$ cat src/rtl/seg7_pkg.sv
// Shared seven-segment definitions: segment bit positions and the hex glyph table.
// Glyphs are active-high gfedcba; polarity is applied by the driver.
package seg7_pkg;

  localparam int unsigned SEG_A  = 0;
  localparam int unsigned SEG_B  = 1;
  localparam int unsigned SEG_C  = 2;
  localparam int unsigned SEG_D  = 3;
  localparam int unsigned SEG_E  = 4;
  localparam int unsigned SEG_F  = 5;
  localparam int unsigned SEG_G  = 6;
  localparam int unsigned SEG_DP = 7;

  localparam logic [6:0] HEX_SEG [16] = '{
    7'h3F, 7'h06, 7'h5B, 7'h4F, 7'h66, 7'h6D, 7'h7D, 7'h07,
    7'h7F, 7'h6F, 7'h77, 7'h7C, 7'h39, 7'h5E, 7'h79, 7'h71
  };

endpackage

$ cat src/rtl/seg7_hex_decode.sv
// Combinational hex nibble to active-high gfedcba segment decoder.
module seg7_hex_decode
  import seg7_pkg::*;
(
  input  logic [3:0] nibble,
  output logic [6:0] seg
);

  assign seg = HEX_SEG[nibble];

endmodule

$ cat src/rtl/seg7_scan_driver.sv
// Multiplexed seven-segment scanner with PWM brightness, per-digit dp/blank and a
// double-buffered load handshake whose updates land only on frame boundaries.
module seg7_scan_driver
  import seg7_pkg::*;
#(
  parameter int unsigned NUM_DIGITS     = 6,
  parameter int unsigned SCAN_DIV       = 50000,
  parameter int unsigned BRIGHT_W       = 4,
  parameter bit          SEG_ACTIVE_LOW = 1'b1,
  parameter bit          SEL_ACTIVE_LOW = 1'b1
)(
  input  logic                    clk,
  input  logic                    rst,
  input  logic                    load_valid,
  output logic                    load_ready,
  input  logic [4*NUM_DIGITS-1:0] load_data,
  input  logic [NUM_DIGITS-1:0]   load_dp,
  input  logic [NUM_DIGITS-1:0]   load_blank,
  input  logic [BRIGHT_W-1:0]     brightness,
  output logic [7:0]              digit,
  output logic [NUM_DIGITS-1:0]   select
);

  localparam int unsigned CNT_W = (SCAN_DIV > 1) ? $clog2(SCAN_DIV) : 1;
  localparam int unsigned IDX_W = (NUM_DIGITS > 1) ? $clog2(NUM_DIGITS) : 1;

  localparam logic [CNT_W-1:0]      SLOT_LAST = CNT_W'(SCAN_DIV - 1);
  localparam logic [IDX_W-1:0]      IDX_LAST  = IDX_W'(NUM_DIGITS - 1);
  localparam logic [CNT_W-1:0]      ON_STEP   = CNT_W'(SCAN_DIV >> BRIGHT_W);
  localparam logic [7:0]            SEG_INV   = SEG_ACTIVE_LOW ? 8'hFF : 8'h00;
  localparam logic [NUM_DIGITS-1:0] SEL_INV   = SEL_ACTIVE_LOW ? '1 : '0;

  typedef struct packed {
    logic [NUM_DIGITS-1:0][3:0] data;
    logic [NUM_DIGITS-1:0]      dp;
    logic [NUM_DIGITS-1:0]      blank;
  } frame_t;

  localparam frame_t FRAME_DARK = '{data: '0, dp: '0, blank: '1};

  logic [CNT_W-1:0]      slot_cnt;
  logic [IDX_W-1:0]      digit_idx;
  logic                  pend_full;
  frame_t                pend;
  frame_t                act;
  frame_t                load_frame;
  logic                  slot_last;
  logic                  frame_end;
  logic                  accept;
  logic                  lit;
  logic [CNT_W-1:0]      on_cycles;
  logic [6:0]            seg7;
  logic [7:0]            seg_on;
  logic [NUM_DIGITS-1:0] sel_on;

  assign load_frame = {load_data, load_dp, load_blank};
  assign load_ready = ~pend_full;
  assign accept     = load_valid & ~pend_full;
  assign slot_last  = (slot_cnt == SLOT_LAST);
  assign frame_end  = slot_last && (digit_idx == IDX_LAST);

  // Full brightness is special-cased: all-ones times the step falls one step short of the slot.
  assign on_cycles = CNT_W'(brightness) * ON_STEP;
  assign lit       = (brightness == '1) || (slot_cnt < on_cycles);

  seg7_hex_decode u_hex_decode (
    .nibble (act.data[digit_idx]),
    .seg    (seg7)
  );

  // NOTE: every variable assigned here gets a default first, so no path leaves it unassigned and no latch is inferred.
  always_comb begin
    seg_on = '0;
    sel_on = '0;
    if (lit) begin
      sel_on = NUM_DIGITS'(1) << digit_idx;
      if (!act.blank[digit_idx]) begin
        seg_on[SEG_G:SEG_A] = seg7;
        seg_on[SEG_DP]      = act.dp[digit_idx];
      end
    end
  end

  // NOTE: sequential state uses non-blocking assignments so every register samples pre-edge values.
  always_ff @(posedge clk) begin
    if (rst) begin
      slot_cnt  <= '0;
      digit_idx <= '0;
    end else begin
      slot_cnt <= slot_last ? '0 : slot_cnt + 1'b1;
      if (slot_last) begin
        digit_idx <= (digit_idx == IDX_LAST) ? '0 : digit_idx + 1'b1;
      end
    end
  end

  // Promotion and capture are mutually exclusive: capture needs pend_full low.
  always_ff @(posedge clk) begin
    if (rst) begin
      pend_full <= 1'b0;
      act       <= FRAME_DARK;
      digit     <= SEG_INV;
      select    <= SEL_INV;
    end else begin
      if (frame_end && pend_full) begin
        act       <= pend;
        pend_full <= 1'b0;
      end
      if (accept) begin
        pend_full <= 1'b1;
      end
      digit  <= seg_on ^ SEG_INV;
      select <= sel_on ^ SEL_INV;
    end
  end

  // NOTE: the pending payload has no reset; pend_full guards every read of it.
  always_ff @(posedge clk) begin
    if (accept) begin
      pend <= load_frame;
    end
  end

endmodule

$ cat config.mk
export PLATFORM = sky130hd
export DESIGN_NAME = seg7_scan_driver
export DESIGN_NICKNAME = d
export VERILOG_FILES = /design/src/rtl/seg7_pkg.sv /design/src/rtl/seg7_hex_decode.sv /design/src/rtl/seg7_scan_driver.sv
export SDC_FILE = /design/constraint.sdc
export NUM_CORES = 1
export LEC_CHECK = 0
export BUFFER_PORTS_ARGS = -buffer_cell sky130_fd_sc_hd__clkbuf_2
export CORE_ASPECT_RATIO = 1.5
export CORE_MARGIN = 1.5
export CORE_UTILIZATION = 40
export DETAILED_ROUTE_END_ITERATION = 12
export GPL_ROUTABILITY_DRIVEN = 0
export PLACE_DENSITY = 0.59
export SLEW_MARGIN = 0
export SYNTH_ARGS = -nofsm -noshare
export SYNTH_HDL_FRONTEND = slang
export SYNTH_SLANG_ARGS = --single-unit
$ cat constraint.sdc
create_clock -name clk -period 9.6 [get_ports clk]
set_clock_uncertainty 0.2 [all_clocks]
set_input_delay 0.96 -clock clk [delete_from_list [all_inputs] [get_ports clk]]
set_output_delay 0.96 -clock clk [all_outputs]
set_load 0.05 [all_outputs]
==> metrics.md <==
| Metric | Value |
|---|---|
| Outcome | `finished clean` |
| Max capacitance violation total | `0` |
| WL met1 | `between 4000 and 5000 um` |
| Post-DR wirelength/cell | `~14 um` |
| Worst R2R Start | `slot_cnt[1]$_SDFF_PP0_` |
| Kind of end point of the critical path | `register` |
| Yosys reg bits | `106` |
| First-pass GRT wire length | `16100 um` |
| Area contributors post-synth | `dfxtp_1 (27%), edfxtp_1 (21%), ha_1 (9.8%)` |
| Drt pass-1 iters | `4` |
| Layout cells sized above 1 | `0.200` |
| Placed cell areas | `0.00541 mm2` |
| Required time of the worst setup path | `roughly 9.6 ns` |
| DRC viols | `0` |
| H-tree lvl count | `3` |
| Worst hold start | `act[33]$_SDFFE_PP0P_` |
| Largest net degree at the start of global routing | `44` |
| Area leader, netlist | `dfxtp_1` |
| Peak supply drop | `0.0961 mV` |
| CORE AREA | `roughly 0.012 mm2` |
| Tmin final | `approximately 4.6 ns` |
| Multi-input logic area | `0.00237 mm2` |
| CP bufs+invs | `1` |
| Clk pwr share | `0.395` |
| Int Pwr | `709 uW` |
| CTS Root Cell | `clkbuf_16` |
| Power, Total | `a little over 900 uW` |
| Critical path launch point type | `input port` |
| Avg Cell Area, Syn | `roughly 10 um2` |
| EDFF count, synth | `36` |
| Hold Path Cell Cnt | `2` |
| CTS Buf Count | `9` |
| Vias/cell | `between 4 and 5` |
| Fin area | `0.00570 mm2` |
| WP data arrival | `between 4 and 5 ns` |
| Fmax | `approximately 0.22 GHz` |
| Reg2Reg Depth | `7` |
| Area Overhead vs Synth | `11.8%` |
| Die width | `95.2 um` |
| Clock latency at the later pin of the worst-skew pair | `~0.34 ns` |
| Diodes inserted | `0` |
| Switching Fraction | `0.226` |
| Setup bufs post-CTS | `0` |
| Final Max Tran Viols | `0` |
| Post-synth top flop | `dfxtp_1` |
| Slew @ Worst Pin | `just over 1 ns` |
| Initial Util | `0.410` |
| Synth top area share | `0.275` |
| Net Count, Synth | `571` |
| Rows | `50` |
| Mapped cell area | `a little over 0.005 mm2` |
| Top Ports | `58` |
| Hold Fails Final Rpt | `0` |
| DP HPWL | `around 7000 um` |
| WL final | `9440 um` |
| Hold path endpoint | `act[33]$_SDFFE_PP0P_` |
| Pwr/cell area | `around 160 mW/mm2` |
| Layout Utilization | `0.458` |
| Critical Path Fanout Max | `14` |
| Critical path class | `in -> reg` |
| Buffers on Ports | `57` |
| Die height | `approximately 140 um` |
| Initial antenna violation count | `0` |
| Routed length on met3 | `approximately 240 um` |
| Nets | `roughly 600` |
| Worst hold path class | `reg -> reg` |
| R2r setup slk | `6.80 ns` |
| Final setup vio count | `0` |
| WHS | `between 0.2 and 0.3 ns` |
| Asr flop ratio synth | `0` |
| Vias post-DR | `3451` |
| Worst setup startpoint | `brightness[1]` |
| Clk sinks | `around 110` |
| CP peak stage delay | `slightly above 0.5 ns` |
| Final Cycle Share | `0.480` |
| Die Area | `between 0.01 and 0.015 mm2` |
| CTS Hold Bufs | `0` |
| Register area share after synthesis | `0.487` |
| Seq pwr share | `0.525` |
| Fillcell total | `1179` |
| CTS resizes | `0` |
| Total congestion overflow | `0` |
| Total GRT Usage | `0.152` |
| FF+latch area | `between 0.002 and 0.0025 mm2` |
| CTS Buffer Depth | `2` |
| Slew margin rel. | `0.326` |
| Gate power share | `0.080` |
| Synth unique cells | `52` |
| Vias in the first global route | `roughly 3.5k` |
| WL met2 | `roughly 5000 um` |
| Post-Syn Instances | `between 400 and 500` |
| P_sw | `about 210 uW` |
| Top layer in use | `met4` |
| Top delay family on crit path | `compound AO/OA/AOI/OAI gates` |
| Leakage power | `2.24 nW` |
| Setup_tns | `0 ns` |
| Critical R2R Capture | `act[18]$_SDFFE_PP0P_` |
| Crit path cell chain | `clkbuf_2, ha_1, xor2_1, ha_1, a21o_1, ha_1, a21o_1, a21oi_1, o21bai_1, a21oi_1, nor2_1, xor2_1, ha_1, a21oi_1, a21oi_1, nor4_1, o22a_1, o311ai_2` |
| CP max stage cell | `o22a_1` |
| CTS tree | `built` |
| Final ANT Viol Nets | `0` |
| Clk slew on worst S/H paths | `~0.07 ns` |
| RSZ-0062 raised after global routing | `false` |
| First DRT Iteration DRCs | `about 110` |
| Yosys warning total | `0` |
## sequential cells by signal, summed over array words and instances (netlist names)
| name | count |
|---|---|
| act | 36 |
| pend | 36 |
| slot_cnt | 16 |
| digit | 8 |
| select | 6 |
| digit_idx | 3 |
| pend_full | 1 |
## power groups by stage
stage               Sequential (mW)  Combinational [mW]  Clock [mW]
global placement              0.491              0.0710           0
floorplan                     0.490              0.0505           0
global route                  0.481              0.0833       0.392
finish                        0.480              0.0733       0.362
detailed placement            0.491              0.0738           0
CTS                           0.481              0.0743       0.373
## synth_stat cells, types with 7 or more instances
master	n
inv_1	18
xnor2_1	10
nand2_1	86
ha_1	40
dfxtp_1	70
clkbuf_1	7
a21oi_2	17
nand3b_1	8
xor2_1	17
edfxtp_1	36
nand3_1	17
nor2_1	35
a21oi_1	32
mux2i_1	12
nand4_1	10
## area by class of cell
cell class,count,area share
flip-flops and latches,106,0.435
multi-input cells,342,0.416
repair buffers,58,0.0513
clock buffers,10,0.0402
well taps,156,0.0342
inverters,18,0.0118
clock inverters,6,0.0112
## worst min-delay path, delay by kind of cell (launching register included)
family / cells / cell delay (ns)
DFF: 1 / 0.31
and+or+nand+nor: 1 / 0.05
AOI/OAI and AO/OA: 1 / 0.05
## how the worst max path moves through the flow
stage	to	cells past startpoint
2_1_floorplan	digit[1]$_SDFF_PP1_	18
3_3_place_gp	digit[0]$_SDFF_PP1_	18
3_5_place_dp	digit[0]$_SDFF_PP1_	18
4_1_cts	digit[0]$_SDFF_PP1_	18
5_1_grt	digit[0]$_SDFF_PP1_	18
6_report	digit[0]$_SDFF_PP1_	18
## cell families after synthesis
| family | after synthesis | share of synthesized area |
|---|---|---|
| compound gates | 72 | 0.0967 |
| xor+xnor | 27 | 0.0464 |
| fa+ha+maj | 40 | 0.0982 |
| buf+inv | 40 | 0.0496 |
| flops | 106 | 0.487 |
| mux | 20 | 0.0523 |
| simple gates | 183 | 0.170 |
## per-stage QoR
stage / setup slack, ns / cells
6_report: 4.99 / 696
5_1_grt: 4.68 / 696
4_1_cts: 4.97 / 696
3_5_place_dp: 4.63 / 680
3_3_place_gp: 4.75 / 680
2_1_floorplan: 5.21 / 488
## cells in the final DEF (no fill, tap or decap), types with 2 or more instances in the layout
cell       instances
nand2_1           86
dfxtp_1           70
clkbuf_2          57
ha_1              40
edfxtp_1          36
nor2_1            35
a21oi_1           32
inv_1             18
a21oi_2           17
xor2_1            17
nand3_1           17
mux2i_1           12
nand4_1           10
xnor2_1           10
clkbuf_16          9
nand3b_1           8
mux4_2             5
o21ai_0            5
and3_1             4
and2_1             3
a21o_1             3
nor3_1             2
o21bai_1           2
a31o_2             2
a31oi_1            2
nor2b_1            2
and3_2             2
and4_1             2
mux2_2             2
a22oi_1            2
nor3b_1            2
inv_6              2
## layer usage
metal,global-route usage,vias to the layer above
met2,0.273,48
met4,0.0495,0
met1,0.181,1591
met3,0.0257,8
met5,0,-
li1,-,1804
No activity file was read; power rests on OpenSTA's default activity.
